### config.mk
export PLATFORM = sky130hd
export DESIGN_NAME = ysyx_23060208_xbar_rd
export DESIGN_NICKNAME = d
export VERILOG_FILES = /design/src/rtl/ysyx_23060208_xbar_rd.sv
export SDC_FILE = /design/constraint.sdc
export NUM_CORES = 1
export LEC_CHECK = 0
export BUFFER_PORTS_ARGS = -buffer_cell sky130_fd_sc_hd__buf_2
export CAP_MARGIN = 0
export CORE_MARGIN = 3
export CORE_UTILIZATION = 39
export CTS_BUF_LIST = sky130_fd_sc_hd__clkbuf_8
export DETAILED_ROUTE_END_ITERATION = 8
export GPL_TIMING_DRIVEN = 0
export PLACE_DENSITY = 0.88
export SLEW_MARGIN = 5
export SYNTH_ARGS = -nofsm -noshare
export SYNTH_HDL_FRONTEND = slang
export SYNTH_SLANG_ARGS = --single-unit
### constraint.sdc
create_clock -name clk -period 1.8 [get_ports clk]
set_input_delay 0.18 -clock clk [delete_from_list [all_inputs] [get_ports clk]]
set_output_delay 0.18 -clock clk [all_outputs]
set_load 0.05 [all_outputs]
### src/rtl/ysyx_23060208_xbar_rd.sv
// ============================================================================
// Module  : ysyx_23060208_xbar_rd
// Brief   : AXI-Lite read crossbar, one master to SRAM (s0) and CLINT (s1).
//           Optional macro XBAR_DECERR_EN answers unmapped reads with DECERR.
// Revision: 1.0 - initial release
// ============================================================================
`default_nettype none

module ysyx_23060208_xbar_rd #(
  parameter int                    DATA_WIDTH = 32,
  parameter logic [DATA_WIDTH-1:0] CLINT_BASE = 32'ha000_0048,
  parameter logic [DATA_WIDTH-1:0] CLINT_SIZE = 32'h8,
  parameter logic [DATA_WIDTH-1:0] SRAM_BASE  = 32'h8000_0000,
  parameter logic [DATA_WIDTH-1:0] SRAM_SIZE  = 32'h0800_0000
) (
  input  logic                  clk,
  input  logic                  rst,
  input  logic [DATA_WIDTH-1:0] m_araddr,
  input  logic                  m_arvalid,
  output logic                  m_arready,
  output logic [DATA_WIDTH-1:0] m_rdata,
  output logic [1:0]            m_rresp,
  output logic                  m_rvalid,
  input  logic                  m_rready,
  output logic [DATA_WIDTH-1:0] s0_araddr,
  output logic                  s0_arvalid,
  input  logic                  s0_arready,
  input  logic [DATA_WIDTH-1:0] s0_rdata,
  input  logic [1:0]            s0_rresp,
  input  logic                  s0_rvalid,
  output logic                  s0_rready,
  output logic [DATA_WIDTH-1:0] s1_araddr,
  output logic                  s1_arvalid,
  input  logic                  s1_arready,
  input  logic [DATA_WIDTH-1:0] s1_rdata,
  input  logic [1:0]            s1_rresp,
  input  logic                  s1_rvalid,
  output logic                  s1_rready
);

  localparam logic [1:0] ST_IDLE   = 2'd0;
  localparam logic [1:0] ST_SEND   = 2'd1;
  localparam logic [1:0] ST_WAIT_R = 2'd2;
`ifdef XBAR_DECERR_EN
  localparam logic [1:0] ST_ERR    = 2'd3;
`endif

  logic [1:0]            r_state;
  logic [DATA_WIDTH-1:0] r_addr;
  logic                  r_sel;

  // Window ends are formed one bit wider so a window reaching the top of
  // the address space does not wrap to zero.
  logic [DATA_WIDTH:0] w_addr_ext;
  logic [DATA_WIDTH:0] w_clint_end;
  logic                w_hit_clint;
  assign w_addr_ext  = {1'b0, m_araddr};
  assign w_clint_end = {1'b0, CLINT_BASE} + {1'b0, CLINT_SIZE};
  assign w_hit_clint = (w_addr_ext >= {1'b0, CLINT_BASE}) && (w_addr_ext < w_clint_end);

`ifdef XBAR_DECERR_EN
  logic [DATA_WIDTH:0] w_sram_end;
  logic                w_hit_sram;
  assign w_sram_end = {1'b0, SRAM_BASE} + {1'b0, SRAM_SIZE};
  assign w_hit_sram = (w_addr_ext >= {1'b0, SRAM_BASE}) && (w_addr_ext < w_sram_end);
`endif

  logic w_s_arready;
  logic w_s_rvalid;
  assign w_s_arready = r_sel ? s1_arready : s0_arready;
  assign w_s_rvalid  = r_sel ? s1_rvalid  : s0_rvalid;

  always_ff @(posedge clk) begin
    if (rst) begin
      r_state <= ST_IDLE;
      r_addr  <= '0;
      r_sel   <= 1'b0;
    end else begin
      case (r_state)
        ST_IDLE: begin
          if (m_arvalid) begin
            r_addr <= m_araddr;
            r_sel  <= w_hit_clint;
`ifdef XBAR_DECERR_EN
            r_state <= (w_hit_clint || w_hit_sram) ? ST_SEND : ST_ERR;
`else
            r_state <= ST_SEND;
`endif
          end
        end
        ST_SEND:   if (w_s_arready) r_state <= ST_WAIT_R;
        ST_WAIT_R: if (w_s_rvalid && m_rready) r_state <= ST_IDLE;
`ifdef XBAR_DECERR_EN
        ST_ERR:    if (m_rready) r_state <= ST_IDLE;
`endif
        default:   r_state <= ST_IDLE;
      endcase
    end
  end

  assign m_arready = (r_state == ST_IDLE) && !rst;

  always_comb begin
    m_rdata    = '0;
    m_rresp    = 2'b00;
    m_rvalid   = 1'b0;
    s0_araddr  = '0;
    s0_arvalid = 1'b0;
    s0_rready  = 1'b0;
    s1_araddr  = '0;
    s1_arvalid = 1'b0;
    s1_rready  = 1'b0;
    case (r_state)
      ST_SEND: begin
        if (r_sel) begin
          s1_arvalid = 1'b1;
          s1_araddr  = r_addr;
        end else begin
          s0_arvalid = 1'b1;
          s0_araddr  = r_addr;
        end
      end
      // The unselected slave's R channel is never looked at.
      ST_WAIT_R: begin
        if (r_sel) begin
          m_rdata   = s1_rdata;
          m_rresp   = s1_rresp;
          m_rvalid  = s1_rvalid;
          s1_rready = m_rready;
        end else begin
          m_rdata   = s0_rdata;
          m_rresp   = s0_rresp;
          m_rvalid  = s0_rvalid;
          s0_rready = m_rready;
        end
      end
`ifdef XBAR_DECERR_EN
      ST_ERR: begin
        m_rvalid = 1'b1;
        m_rresp  = 2'b11;
      end
`endif
      default: ;
    endcase
  end

endmodule

`default_nettype wire

==> qor.yml <==
synthesis:
  synthesis.nets: 429
  ys_types: 27
  ys_seq_elements: 35
  syn-cell-area_mm2: 0.002313
  synth_top_area_cell: "dfxtp_1"
  synth.area.top_cells: "dfxtp_1 (30%), and2_1 (17%), mux2i_1 (15%)"
  seq_area_frac_synth_pct: 30.29
  ys.warnings.count: 0
  syn_inst: 321
  synth_top_area_share_pct: 30.29
  syn_area_per_cell_um2: 7.207
drt:
  firstDrtPassIters: 4
  wl_per_cell_um: 15.09
  drc_errors: 0
  drtIter0Drc: 135
  vias: 3018
  wl_met2_mm: 4.898
  drt-met1-wl_mm: 3.642
  antenna_left: 0
  top_layer: "met4"
  met3_wirelength_um: 587
  viasPerCell: 4.923
  totalWireLength_mm: 9.248
worst_setup_path:
  start_kind: "register"
  critical_path_class: "reg -> out"
  reg2reg_from: "r_state[0]$_SDFFE_PP0P_"
  worstPathRequired_ns: 1.62
  end_kind: "output pin"
  path_cells: "buf_8, buf_6, mux2i_2, nor2_1, buf_2"
  reg2reg_depth: 4
  worstPathArrival_ns: 1.56
  r2r_slack_ns: 0.37
  cp-startpoint: "r_sel$_SDFFE_PP0P_"
  crit_buf_inv: 3
  reg2reg_to: "r_addr[10]$_SDFFE_PP0P_"
  path_max_fanout: 10
  slowest_stage: "dfxtp_4"
  crit_family: "buffers and inverters"
  slowest_delay_ns: 0.39
power_and_ir_drop:
  vdd_ir_drop_max_mv: 0.4964
  clkPwrFrac_pct: 24.6
  pwr-share-comb_pct: 34.4
  p_total_w: 0.002146
  p_int_w: 0.001354
  p_sw_share_pct: 36.91
  power_switching_w: 0.0007923
  pwr-share-seq_pct: 41.0
  powerDensity_mw_per_mm2: 558.6
  cellLeakagePower_nw: 1.966
clocking:
  cts_root_buffer: "clkbuf_8"
  clk_latency_ns: 0.28
  cts_tree: "yes"
  clkSlewWorstSetupHoldPaths_ns: 0.08
  cts_max_path_buffers: 2
  cts_buffers: 5
  cts_sinks: 35
  htree_levels: 2
floorplan:
  io_pins: 212
  initial_core_util_pct: 41.25
  fp.dieArea_mm2: 0.006892
  rows: 27
  core_mm2: 0.005608
  die_w_um: 83.02
  die_h_um: 83.02
global_route:
  grt_max_degree: 11
  grt_pass1_vias: 2946
  grt_pass1_wl_mm: 14.33
  grt-ovfl-total: 0
  groute.usage.overall_pct: 25.00
  antenna_found_initial: 0
layout:
  multi_input_area_mm2: 0.001503
  drive_gt1_share_pct: 46.03
  area_delta_synth_final_pct: 66.09
  antennaDiodeCount: 0
  regArea_um2: 711.9
  fin_area_mm2: 0.003842
  nFillCells: 460
  fin_nets: 648
sta:
  fin_crit_sh_pct: 96.64
  fin_worst_skew_ns: 0.01211
  hold_viol_final: 0
  setup_viol: 0
  worstMarginPinSlew_ns: 0.4699
  timing.fmax_mhz: 574.9
  min_period_ns: 1.740
  drv_slew: 0
  hold_ws_ns: 0.1294
  relSlewSlack_pct: 68.54
placement:
  dp_hpwl_mm: 7.010
  numPortBuffers: 210
  dpl_cell_area_mm2: 0.003461
  place.gp.congestion: 0.8993
job:
  drv_cap: 0
hold_path:
  min_to: "r_addr[2]$_SDFFE_PP0P_"
  holdCritPathClass: "in -> reg"
  hp-start: "m_araddr[2]"
  hold_path_depth: 3
outcome:
  status: "complete, no violations"
## layout make-up
cell class / count / area share [%]
multi-input cells: 256 / 39.11
repair buffers: 213 / 32.99
well taps: 72 / 2.345
clock inverters: 3 / 0.3256
inverters: 4 / 0.3908
flip-flops and latches: 35 / 18.53
plain buffers: 25 / 4.526
clock buffers: 5 / 1.791
## logic make-up (layout without fill, tap and decap cells)
| family | after synthesis | after routing | share of synthesized area, % |
|---|---|---|---|
| buf+inv | 30 | 250 | 6.057 |
| mux | 35 | 35 | 15.14 |
| simple gates | 184 | 184 | 39.91 |
| flops | 35 | 35 | 30.29 |
| compound gates | 37 | 37 | 8.599 |
## worst max path at each step
stage	to	cells past startpoint
2_1_floorplan	m_rdata[19]	4
3_3_place_gp	s0_araddr[3]	4
3_5_place_dp	s0_araddr[13]	4
4_1_cts	s0_araddr[3]	4
5_1_grt	m_rdata[22]	4
6_report	m_rdata[25]	5
## sequential cells by signal, summed over array words and instances (netlist names)
signal and count:
r_state 2, r_addr 32, r_sel 1
## placed cells by master, fill, tap and decap left out, types with 2 or more instances in the layout
cell / n
buf_2: 159
and2_1: 64
nand2_1: 64
buf_4: 55
nor2_1: 36
mux2i_1: 33
a21oi_1: 32
dfxtp_1: 32
buf_6: 14
inv_1: 6
clkbuf_8: 5
clkbuf_4: 4
clkbuf_1: 4
nor4_1: 4
dfxtp_4: 3
buf_8: 2
nor4b_1: 2
nand4_1: 2
## worst min-delay path: cells and delay by family
kind	cells	cell delay, ns
buffers and inverters	1	0.10
and+or+nand+nor	1	0.05
AOI/OAI and AO/OA	1	0.05
## synth_stat cells, drive strengths merged
master / count
and2: 64
nand2: 64
nor2: 36
dfxtp: 35
mux2i: 35
a21oi: 32
buf: 16
clkbuf: 10
inv: 4
nor4: 4
nand2b: 2
nand4: 2
nor3: 2
nor3b: 2
nor4b: 2
a211oi: 1
a22o: 1
and3: 1
and3b: 1
nand3: 1
nor2b: 1
nor4bb: 1
o211a: 1
o21ai: 1
o31ai: 1
or3b: 1
## per-layer routing
metal,GRT usage [%],vias to the layer above
met1,28.77,1368
li1,-,1482
met2,46.21,154
met3,6.349,14
met5,0,-
met4,5.349,0
## power groups by stage
| stage | combinational, W | sequential [W] | clock, W |
|---|---|---|---|
| finish | 0.000739 | 0.000879 | 0.000528 |
| global route | 0.000797 | 0.000888 | 0.000576 |
| CTS | 0.000721 | 0.000880 | 0.000534 |
| detailed placement | 0.000696 | 0.000894 | 0 |
| global placement | 0.000681 | 0.000891 | 0 |
| floorplan | 0.000456 | 0.000879 | 0 |
## stage by stage
stage                     TNS [ns]  std cells  setup slack, ns  util, %
after detailed placement    -1.381        603         -0.08838    61.71
after floorplan                  0        321          0.05292        -
final                            0        613          0.06047    68.52
after global placement      -1.066        603         -0.09101    61.71
after global routing      -0.04811        613         -0.03032    68.52
after CTS                 -0.01817        611         -0.01470    66.62
## repair_timing
action                                  in CTS  in global routing
gates resized for setup                     76                 33
endpoints found under the setup margin      93                 80
buffers inserted                             1                  2
hold buffers                                 0                  0
Note: power is estimated with default switching activity, not from simulation.
